## src/rtl/instr_pkg.sv

```systemverilog
// Opcode constants, instruction field positions and the word-encoding helpers
// shared by the instruction encoder.
package instr_pkg;

    localparam logic [3:0] OP_LD   = 4'b0000;
    localparam logic [3:0] OP_ST   = 4'b0001;
    localparam logic [3:0] OP_JMP  = 4'b0010;
    localparam logic [3:0] OP_BZ   = 4'b0100;
    localparam logic [3:0] OP_ALU  = 4'b1000;
    localparam logic [3:0] OP_ADDI = 4'b1100;
    localparam logic [3:0] OP_SUBI = 4'b1101;
    localparam logic [3:0] OP_ANDI = 4'b1110;
    localparam logic [3:0] OP_ORI  = 4'b1111;

    localparam int OP_LSB = 12;
    localparam int RI_LSB = 10;
    localparam int RJ_LSB = 8;
    localparam int WORD_W = 16;

    // Jumps carry a 12-bit target, ALU ops carry func, everything else an 8-bit immediate.
    function automatic logic [15:0] encode_word(input logic [3:0]  op,
                                                input logic [1:0]  ri,
                                                input logic [1:0]  rj,
                                                input logic [7:0]  func,
                                                input logic [11:0] imm);
        logic [15:0] w;
        case (op)
            OP_JMP, OP_BZ: w = {op, imm};
            OP_ALU:        w = {op, ri, rj, func};
            default:       w = {op, ri, rj, imm[7:0]};
        endcase
        return w;
    endfunction

    function automatic logic is_legal(input logic [3:0] op, input logic [7:0] func);
        logic ok;
        case (op)
            OP_LD, OP_ST, OP_JMP, OP_BZ,
            OP_ADDI, OP_SUBI, OP_ANDI, OP_ORI: ok = 1'b1;
            OP_ALU:                            ok = (func != 8'h00);
            default:                           ok = 1'b0;
        endcase
        return ok;
    endfunction

endpackage

```

## src/rtl/instr_encoder_fifo.sv

```systemverilog
// DEPTH x W circular buffer with push, pop, flush and occupancy count.
// Flush wins over push and pop; push when full and pop when empty are ignored.
module encoder_fifo #(
    parameter int DEPTH = 4,
    parameter int W     = 16
) (
    input  logic                     clk,
    input  logic                     rst,
    input  logic                     flush,
    input  logic                     push,
    input  logic                     pop,
    input  logic [W-1:0]             wdata,
    output logic [W-1:0]             rdata,
    output logic                     empty,
    output logic                     full,
    output logic [$clog2(DEPTH):0]   cnt
);
    localparam int PW = $clog2(DEPTH);

    logic [W-1:0]  mem_r [DEPTH];
    logic [PW-1:0] wr_ptr_r;
    logic [PW-1:0] rd_ptr_r;
    logic [PW:0]   cnt_r;
    logic          push_s;
    logic          pop_s;

    assign empty  = (cnt_r == '0);
    assign full   = (cnt_r == (PW+1)'(DEPTH));
    assign push_s = push & ~full;
    assign pop_s  = pop & ~empty;
    assign rdata  = mem_r[rd_ptr_r];
    assign cnt    = cnt_r;

    // Storage, pointers and count; pointers wrap naturally since DEPTH is a power of two.
    always_ff @(posedge clk or negedge rst) begin
        if (!rst) begin
            for (int i = 0; i < DEPTH; i++) mem_r[i] <= '0;
            wr_ptr_r <= '0;
            rd_ptr_r <= '0;
            cnt_r    <= '0;
        end else if (flush) begin
            wr_ptr_r <= '0;
            rd_ptr_r <= '0;
            cnt_r    <= '0;
        end else begin
            if (push_s) begin
                mem_r[wr_ptr_r] <= wdata;
                wr_ptr_r        <= wr_ptr_r + PW'(1);
            end
            if (pop_s) begin
                rd_ptr_r <= rd_ptr_r + PW'(1);
            end
            case ({push_s, pop_s})
                2'b10:   cnt_r <= cnt_r + (PW+1)'(1);
                2'b01:   cnt_r <= cnt_r - (PW+1)'(1);
                default: cnt_r <= cnt_r;
            endcase
        end
    end

endmodule

```

## src/rtl/instr_encoder.sv

```systemverilog
// Encodes instruction requests into 16-bit words, buffers them and drains them to
// sequential instruction-memory addresses. Define ILLEGAL_CHECK_EN to drop illegal requests.
module instr_encoder
    import instr_pkg::*;
#(
    parameter int DEPTH  = 4,
    parameter int ADDR_W = 8
) (
    input  logic                     clk,
    input  logic                     rst,
    input  logic                     base_load,
    input  logic [ADDR_W-1:0]        base_addr,
    input  logic                     req_valid,
    output logic                     req_ready,
    input  logic [3:0]               req_op,
    input  logic [1:0]               req_ri,
    input  logic [1:0]               req_rj,
    input  logic [7:0]               req_func,
    input  logic [11:0]              req_imm,
    input  logic                     im_ready,
    output logic                     im_we,
    output logic [ADDR_W-1:0]        im_addr,
    output logic [15:0]              im_wdata,
    output logic [$clog2(DEPTH):0]   fifo_cnt,
`ifdef ILLEGAL_CHECK_EN
    output logic                     err_sticky,
    output logic [7:0]               err_count,
`endif
    output logic                     wrapped
);
    logic              full_s;
    logic              empty_s;
    logic              legal_s;
    logic              accept_s;
    logic              push_s;
    logic              pop_s;
    logic [15:0]       word_s;
    logic [15:0]       head_s;
    logic [15:0]       last_word_r;
    logic [ADDR_W-1:0] addr_r;
    logic              wrapped_r;

    // Request handshake, legality and drain control.
    always_comb begin
        word_s    = encode_word(req_op, req_ri, req_rj, req_func, req_imm);
`ifdef ILLEGAL_CHECK_EN
        legal_s   = is_legal(req_op, req_func);
`else
        legal_s   = 1'b1;
`endif
        req_ready = ~full_s & ~base_load;
        accept_s  = req_valid & req_ready;
        push_s    = accept_s & legal_s;
        im_we     = ~empty_s;
        pop_s     = ~empty_s & im_ready & ~base_load;
    end

    encoder_fifo #(.DEPTH(DEPTH), .W(WORD_W)) u_fifo (
        .clk   (clk),
        .rst   (rst),
        .flush (base_load),
        .push  (push_s),
        .pop   (pop_s),
        .wdata (word_s),
        .rdata (head_s),
        .empty (empty_s),
        .full  (full_s),
        .cnt   (fifo_cnt)
    );

    assign im_addr  = addr_r;
    assign im_wdata = empty_s ? last_word_r : head_s;
    assign wrapped  = wrapped_r;

    // Write address, wrap flag and the word shown while the buffer is empty.
    always_ff @(posedge clk or negedge rst) begin
        if (!rst) begin
            addr_r      <= '0;
            wrapped_r   <= 1'b0;
            last_word_r <= 16'h0000;
        end else if (base_load) begin
            addr_r      <= base_addr;
            wrapped_r   <= 1'b0;
        end else if (pop_s) begin
            addr_r      <= addr_r + ADDR_W'(1);
            last_word_r <= head_s;
            if (addr_r == '1) begin
                wrapped_r <= 1'b1;
            end
        end
    end

`ifdef ILLEGAL_CHECK_EN
    // Error flag and saturating drop counter.
    always_ff @(posedge clk or negedge rst) begin
        if (!rst) begin
            err_sticky <= 1'b0;
            err_count  <= 8'h00;
        end else if (base_load) begin
            err_sticky <= 1'b0;
            err_count  <= 8'h00;
        end else if (accept_s && !legal_s) begin
            err_sticky <= 1'b1;
            if (err_count != 8'hFF) begin
                err_count <= err_count + 8'h01;
            end
        end
    end
`endif

endmodule

```

## config.mk

```make
export PLATFORM = sky130hd
export DESIGN_NAME = instr_encoder
export DESIGN_NICKNAME = d
export VERILOG_FILES = /design/src/rtl/instr_pkg.sv /design/src/rtl/instr_encoder_fifo.sv /design/src/rtl/instr_encoder.sv
export SDC_FILE = /design/constraint.sdc
export NUM_CORES = 1
export LEC_CHECK = 0
export ABC_AREA = 1
export BUFFER_PORTS_ARGS = -buffer_cell sky130_fd_sc_hd__buf_2
export CAP_MARGIN = 20
export CORE_UTILIZATION = 55
export DETAILED_ROUTE_END_ITERATION = 16
export MAX_ROUTING_LAYER = met4
export PLACE_DENSITY = 0.77
export SYNTH_ARGS = -nofsm -noshare
export SYNTH_HDL_FRONTEND = slang
export SYNTH_SLANG_ARGS = --single-unit
```

## constraint.sdc

```tcl
create_clock -name clk -period 2.65 [get_ports clk]
set_input_delay 0.265 -clock clk [delete_from_list [all_inputs] [get_ports clk]]
set_output_delay 0.265 -clock clk [all_outputs]
set_load 0.005 [all_outputs]
```

# Yosys cells after proc, flatten, opt, wreduce, memory -nomap -nowiden
# Index checks and enable logic that the tools add are counted.
[totals]
in_bits = 41
register_bits = 96
[op_classes]
bitwise = 11
muxes = 19
n_eq_ne = 7
magnitude_cmp = 3
reduce_logical = 11
addsub = 5
[op_table]
columns = ["cell", "n"]
rows = [
  ["$bwmux W64", 1],
  ["$mux W16", 4],
  ["$bmux W16 S2", 1],
  ["$demux W16 S2", 1],
  ["$pmux W12 S2", 1],
  ["$mux W8", 2],
  ["$add A8 B1 Y8 const B", 1],
  ["$eq A8 B8 Y1 const B", 1],
  ["$mux W2", 4],
  ["$reduce_bool A2 Y1", 4],
  ["$and A1 B1 Y1", 6],
  ["$ge A3 B3 Y1 const B", 2],
  ["$not A2 Y3", 2],
  ["$pmux W3 S2", 1],
  ["$reduce_and A2 Y1", 3],
  ["$add A2 B1 Y2 const B", 2],
  ["$eq A4 B2 Y1 const B", 1],
  ["$eq A4 B3 Y1 const B", 1],
  ["$eq A4 B4 Y1 const B", 1],
  ["$add A3 B1 Y3 const B", 1],
  ["$eq A3 B3 Y1 const B", 1],
  ["$logic_not A3 Y1", 1],
  ["$lt A3 B1 Y1 const B", 1],
  ["$mux W1", 3],
  ["other kinds (8)", 10],
]

# Longest topological paths before layout
[logic_depth]
word_depth = 8
depth_mapped = 13
mapped_depth_nobuf = 13

# By module
# A second synthesis with hierarchy kept.
[unflattened]
cells_unflattened = 612
hier_area_um2 = 4954.8
[modules_own_cells]
columns = ["module", "seq_area_each_um2", "cells_per_inst", "area_each_um2", "instances"]
rows = [
  ["encoder_fifo", 1776.7, 375, 3375.7, 1],
  ["instr_encoder", 625.6, 237, 1579.0, 1],
]

# Least setup slack after synthesis
# Ideal clock, no wire load.
[synth_path]
path_kind = "register -> register"
startpoint = "register u_fifo.cnt_r[1] (netlist: u_fifo.cnt[1])"
endpoint = "register u_fifo.cnt_r[2] (netlist: u_fifo.cnt[2])"
path_stages_with_launch = 14
setup_slack_ns = 0.596
t_arrival_ns = 1.936
setup_time_ns = 0.118
period_less_slack_ns = 2.054
path_cell_list = "dfrtp_1 > nor2_1 > nand2_2 > nand2_1 > nor2_4 > nand2_1 > inv_1 > fa_1 > xnor2_1 > inv_1 > nand2_1 > nand2_1 > nand3_1 > nand2_1"
[synth_via]
elab_chain_cells = 8
[synth_lines]
columns = ["item", "line", "source"]
rows = [
  ["start, declared", "instr_encoder_fifo.sv:23", "logic [PW:0] cnt_r;"],
  ["start signal, assigned", "instr_encoder_fifo.sv:54", "2'b10: cnt_r <= cnt_r + (PW+1)'(1);"],
  ["start signal, assigned", "instr_encoder_fifo.sv:55", "2'b01: cnt_r <= cnt_r - (PW+1)'(1);"],
  ["start signal, assigned", "instr_encoder_fifo.sv:56", "default: cnt_r <= cnt_r;"],
  ["$eq A3 B3 Y1 or $logic_not A3 Y1 (tied branches)", "instr_encoder_fifo.sv:28, instr_encoder_fifo.sv:27", ""],
  ["$not A1 Y1, on equally long branches", "--", ""],
  ["$and A1 B1 Y1, on equally long branches", "instr_encoder.sv:51, instr_encoder.sv:55", ""],
  ["$and A1 B1 Y1, on equally long branches", "instr_encoder.sv:52, instr_encoder.sv:55", ""],
  ["$and A1 B1 Y1, on equally long branches", "instr_encoder_fifo.sv:29, instr_encoder_fifo.sv:30", ""],
  ["$eq A2 B1 Y1 or $eq A2 B2 Y1 (tied branches)", "instr_encoder_fifo.sv:53", "case ({push_s, pop_s})"],
  ["$pmux W3 S2", "instr_encoder_fifo.sv:53", ""],
  ["$mux W3", "instr_encoder_fifo.sv:41", "end else if (flush) begin"],
]
# Several ways; a longest one is shown, not always the timed one.
# A chain may end at the register's enable or synchronous reset.

# Final worst setup path
[layout_path]
startpoint = "register u_fifo.cnt_r[2] (netlist: u_fifo.cnt[2])"
endpoint = "register u_fifo.cnt_r[2] (netlist: u_fifo.cnt[2])"
# Same word-level chain as after synthesis.

==> summary.md <==
| Metric | Value |
|---|---|
| Detail Placement HPWL | a little over 8000 um |
| EDFF count, synth | 0 |
| Initial DRC Count | roughly 400 |
| Setup-failing EPs final | 0 |
| Clk buf depth | 2 |
| Final Hold Viols | 0 |
| Unrepaired setup endpoints after global routing | no |
| Number of H-tree levels | 3 |
| Clock latency at the later pin of the worst-skew pair | around 0.37 ns |
| ANT nets after route | 0 |
| Starting Density | 0.580 |
| Area of the die | between 9000 and 10000 um2 |
| Core ar. | approximately 8400 um2 |
| Pin count of the biggest net entering global routing | approximately 50 |
| Ys Warns | 0 |
| Critical Path AT | 2.69 ns |
| Min cycle time layout | 2.37 ns |
| CP Capture Type | flop |
| Pre-CTS setup slack | around 0.30 ns |
| Avg Inst Size Synth | 7.81 um2 |
| Leak | around 2.8 nW |
| Via total after detailed routing | 4494 |
| Clock skew | between 0.01 and 0.015 ns |
| Initial antenna violation count | 0 |
| Pre-antenna DRT Iters | 5 |
| Yosys reg bits | 96 |
| # diodes | 0 |
| Root buffer cell | clkbuf_8 |
| Vias per Instance | between 5 and 6 |
| Post-DP Area | around 5300 um2 |
| Yosys top cell by area | dfrtp_1 |
| IO Port Bufs | 70 |
| Seq/Total Area, Yosys | 0.494 |
| Synth-to-Final Area Change | 14.6% |
| Remaining global-route overflow | 0 |
| Die X | ~96 um |
| Max rail drop VDD | between 400 and 500 uV |
| MaxCap Viol Count | 0 |
| Mapped cell area | around 4900 um2 |
| Hold WC Path Type | input pin to flop |
| Cell with the most instances after synthesis | nand2_1 |
| Top cells by count, synth | 192 x nand2_1, 133 x o21ai_0, 96 x dfrtp_1, 47 x inv_1, 36 x nor2_1 |
| Distinct cells, synth | 31 |
| Post-Route WL | approximately 12000 um |
| CP Class | flop to flop |
| Required @ worst endpoint | approximately 3.0 ns |
| Synth top area share | 0.494 |
| Post-synthesis cell count | a little over 600 |
| Crit path max fanout | 37 |
| Storage cell area | 2400 um2 |
| Area of the multi-input gates | ~2100 um2 |
| Post-synth ARST share | 1.00 |
| Post-CTS setup buffers | 0 |
| Placer Congestion | between 0.8 and 0.9 |
| Status | completed |
| Io pins | 71 |
| Fin worst setup slack | about 0.28 ns |
| GR Util All Layers | 0.299 |
| Synth Flop Type | dfrtp_1 |
| Clock sinks | between 90 and 100 |
| Final core utilization | 0.665 |
| Pwr/cell area | 1070 nW/um2 |
| Vias in the first global route | between 4000 and 5000 |
| Rows | 33 |
| Final nets | ~740 |
| Num CTS Buffers | 9 |
| First-pass GRT wire length | between 15000 and 20000 um |
| Setup TNS | 0 ns |
| Largest cells by area after synthesis | dfrtp_1 49%, nand2_1 15%, o21ai_0 14% |
| CTS tree | done |
| Clk slew on worst S/H paths | approximately 0.1 ns |
| Crit start category | flop |
| Slew margin rel. | 0.542 |
| Fmax | between 400 and 500 MHz |
| Die height | 96.0 um |
| Worst-Margin Slew | between 0.6 and 0.7 ns |
| Synthesized net count | 670 |
| Number of fill cells | approximately 750 |
| Pins Over Slew Limit | 0 |
| Share of layout cells above drive strength 1 | 0.187 |
| WL/cell | about 15 um |
| Final instance area | approximately 5600 um2 |
| Residual DRC | 0 |
| Crit share post-route | 0.896 |
## where the power goes
group	leakage, nW	internal [mW]	switching [mW]
Combinational	1.51	0.920	1.54
Clock	0.106	0.532	0.532
Sequential	1.22	2.10	0.335
## path summary, 6_finish.rpt
check	startpoint	endpoint	slack, ns	depth (start not counted)
setup / recovery	u_fifo.cnt[2]	u_fifo.cnt[2]	0.28	12
hold / removal	base_addr[4]	im_addr[4]	0.11	3
setup reg to reg	u_fifo.cnt[2]	u_fifo.cnt[2]	0.28	12
hold reg to reg	wrapped	wrapped	0.49	2
max in group asynchronous	rst	u_fifo.mem_r[40]	1.43	3
min in group asynchronous	rst	last_word_r[4]	0.46	2
## cell usage in the layout (no fill, tap or decap), types with 2 or more instances in the layout
cell type	synthesis	routed
xnor2_1	3	3
o21ai_0	133	133
bufinv_16	0	2
clkinv_2	0	2
nor2_2	4	4
o211ai_1	2	2
dfrtp_1	96	96
nor2_1	36	36
nand3_1	18	18
o21a_1	4	4
nand4_1	2	2
a21oi_1	3	3
inv_1	47	47
buf_2	7	69
buf_4	0	19
xor2_1	2	2
ha_1	5	5
nand2_2	9	9
clkbuf_8	0	9
clkinvlp_4	0	2
o221ai_1	2	2
o21ai_2	8	8
o22ai_1	16	16
nand2_1	192	192
## area by class of cell
class / instances / area share
Clock buffer: 9 / 0.0222
Clock inverter: 7 / 0.0168
Inverter: 47 / 0.0316
Multi-Input combinational cell: 448 / 0.385
Sequential cell: 96 / 0.431
Tap cell: 105 / 0.0236
Timing Repair Buffer: 89 / 0.0893
## flip-flops by register name (all words and copies together), names as in the netlist
register	cells
im_addr	8
u_fifo.rd_ptr_r	2
wrapped	1
last_word_r	16
u_fifo.cnt	3
u_fifo.mem_r	64
u_fifo.wr_ptr_r	2
## critical path, cell delays in order, from the launching register on
cell and delay, ns:
dfrtp_1 0.46, inv_1 0.08, nand2_2 0.08, nand2_1 0.11, nor2_4 0.55, nand2_1 0.25
inv_1 0.13, fa_1 0.18, xnor2_1 0.14, nand3_1 0.10, nand2_1 0.10, nand3_1 0.06
nand2_1 0.07
## routing by layer
metal  global-route usage  wire length (um)  up-vias  part of all wire
li1                     -                 -     2158                 -
met1                0.407              5400     2121              0.44
met2                0.449              5660      193              0.46
met3               0.0585              1080       22             0.087
met4                0.104               202        0             0.016
met5                    -                 0        -                 0
## metrics by stage
stage               hold slack [ns]  instances  total power [mW]
floorplan                   -0.0306        623              3.95
global placement              0.332        784              4.79
detailed placement            0.334        784              4.89
CTS                           0.101        801              5.96
global route                  0.102        801              6.47
finish                        0.115        801              5.96
## cells by family (layout without fill, tap and decap cells)
family / count (synthesis) / in the layout / synth area share
XOR/XNOR: 5 / 5 / 0.00901
flip-flops: 96 / 96 / 0.494
buffers and inverters: 79 / 152 / 0.0643
AND/OR/NAND/NOR: 267 / 267 / 0.226
AO/OA/AOI/OAI: 170 / 170 / 0.190
adder cells (fa/ha/maj): 6 / 6 / 0.0170
## repair_timing
| action | CTS | global route |
|---|---|---|
| hold endpoints to repair | 47 | 0 |
| setup endpoints to repair | 0 | 0 |
| gates resized for setup | 0 | 0 |
| hold buffers | 1 | 0 |
(Power assumes the default switching activity.)
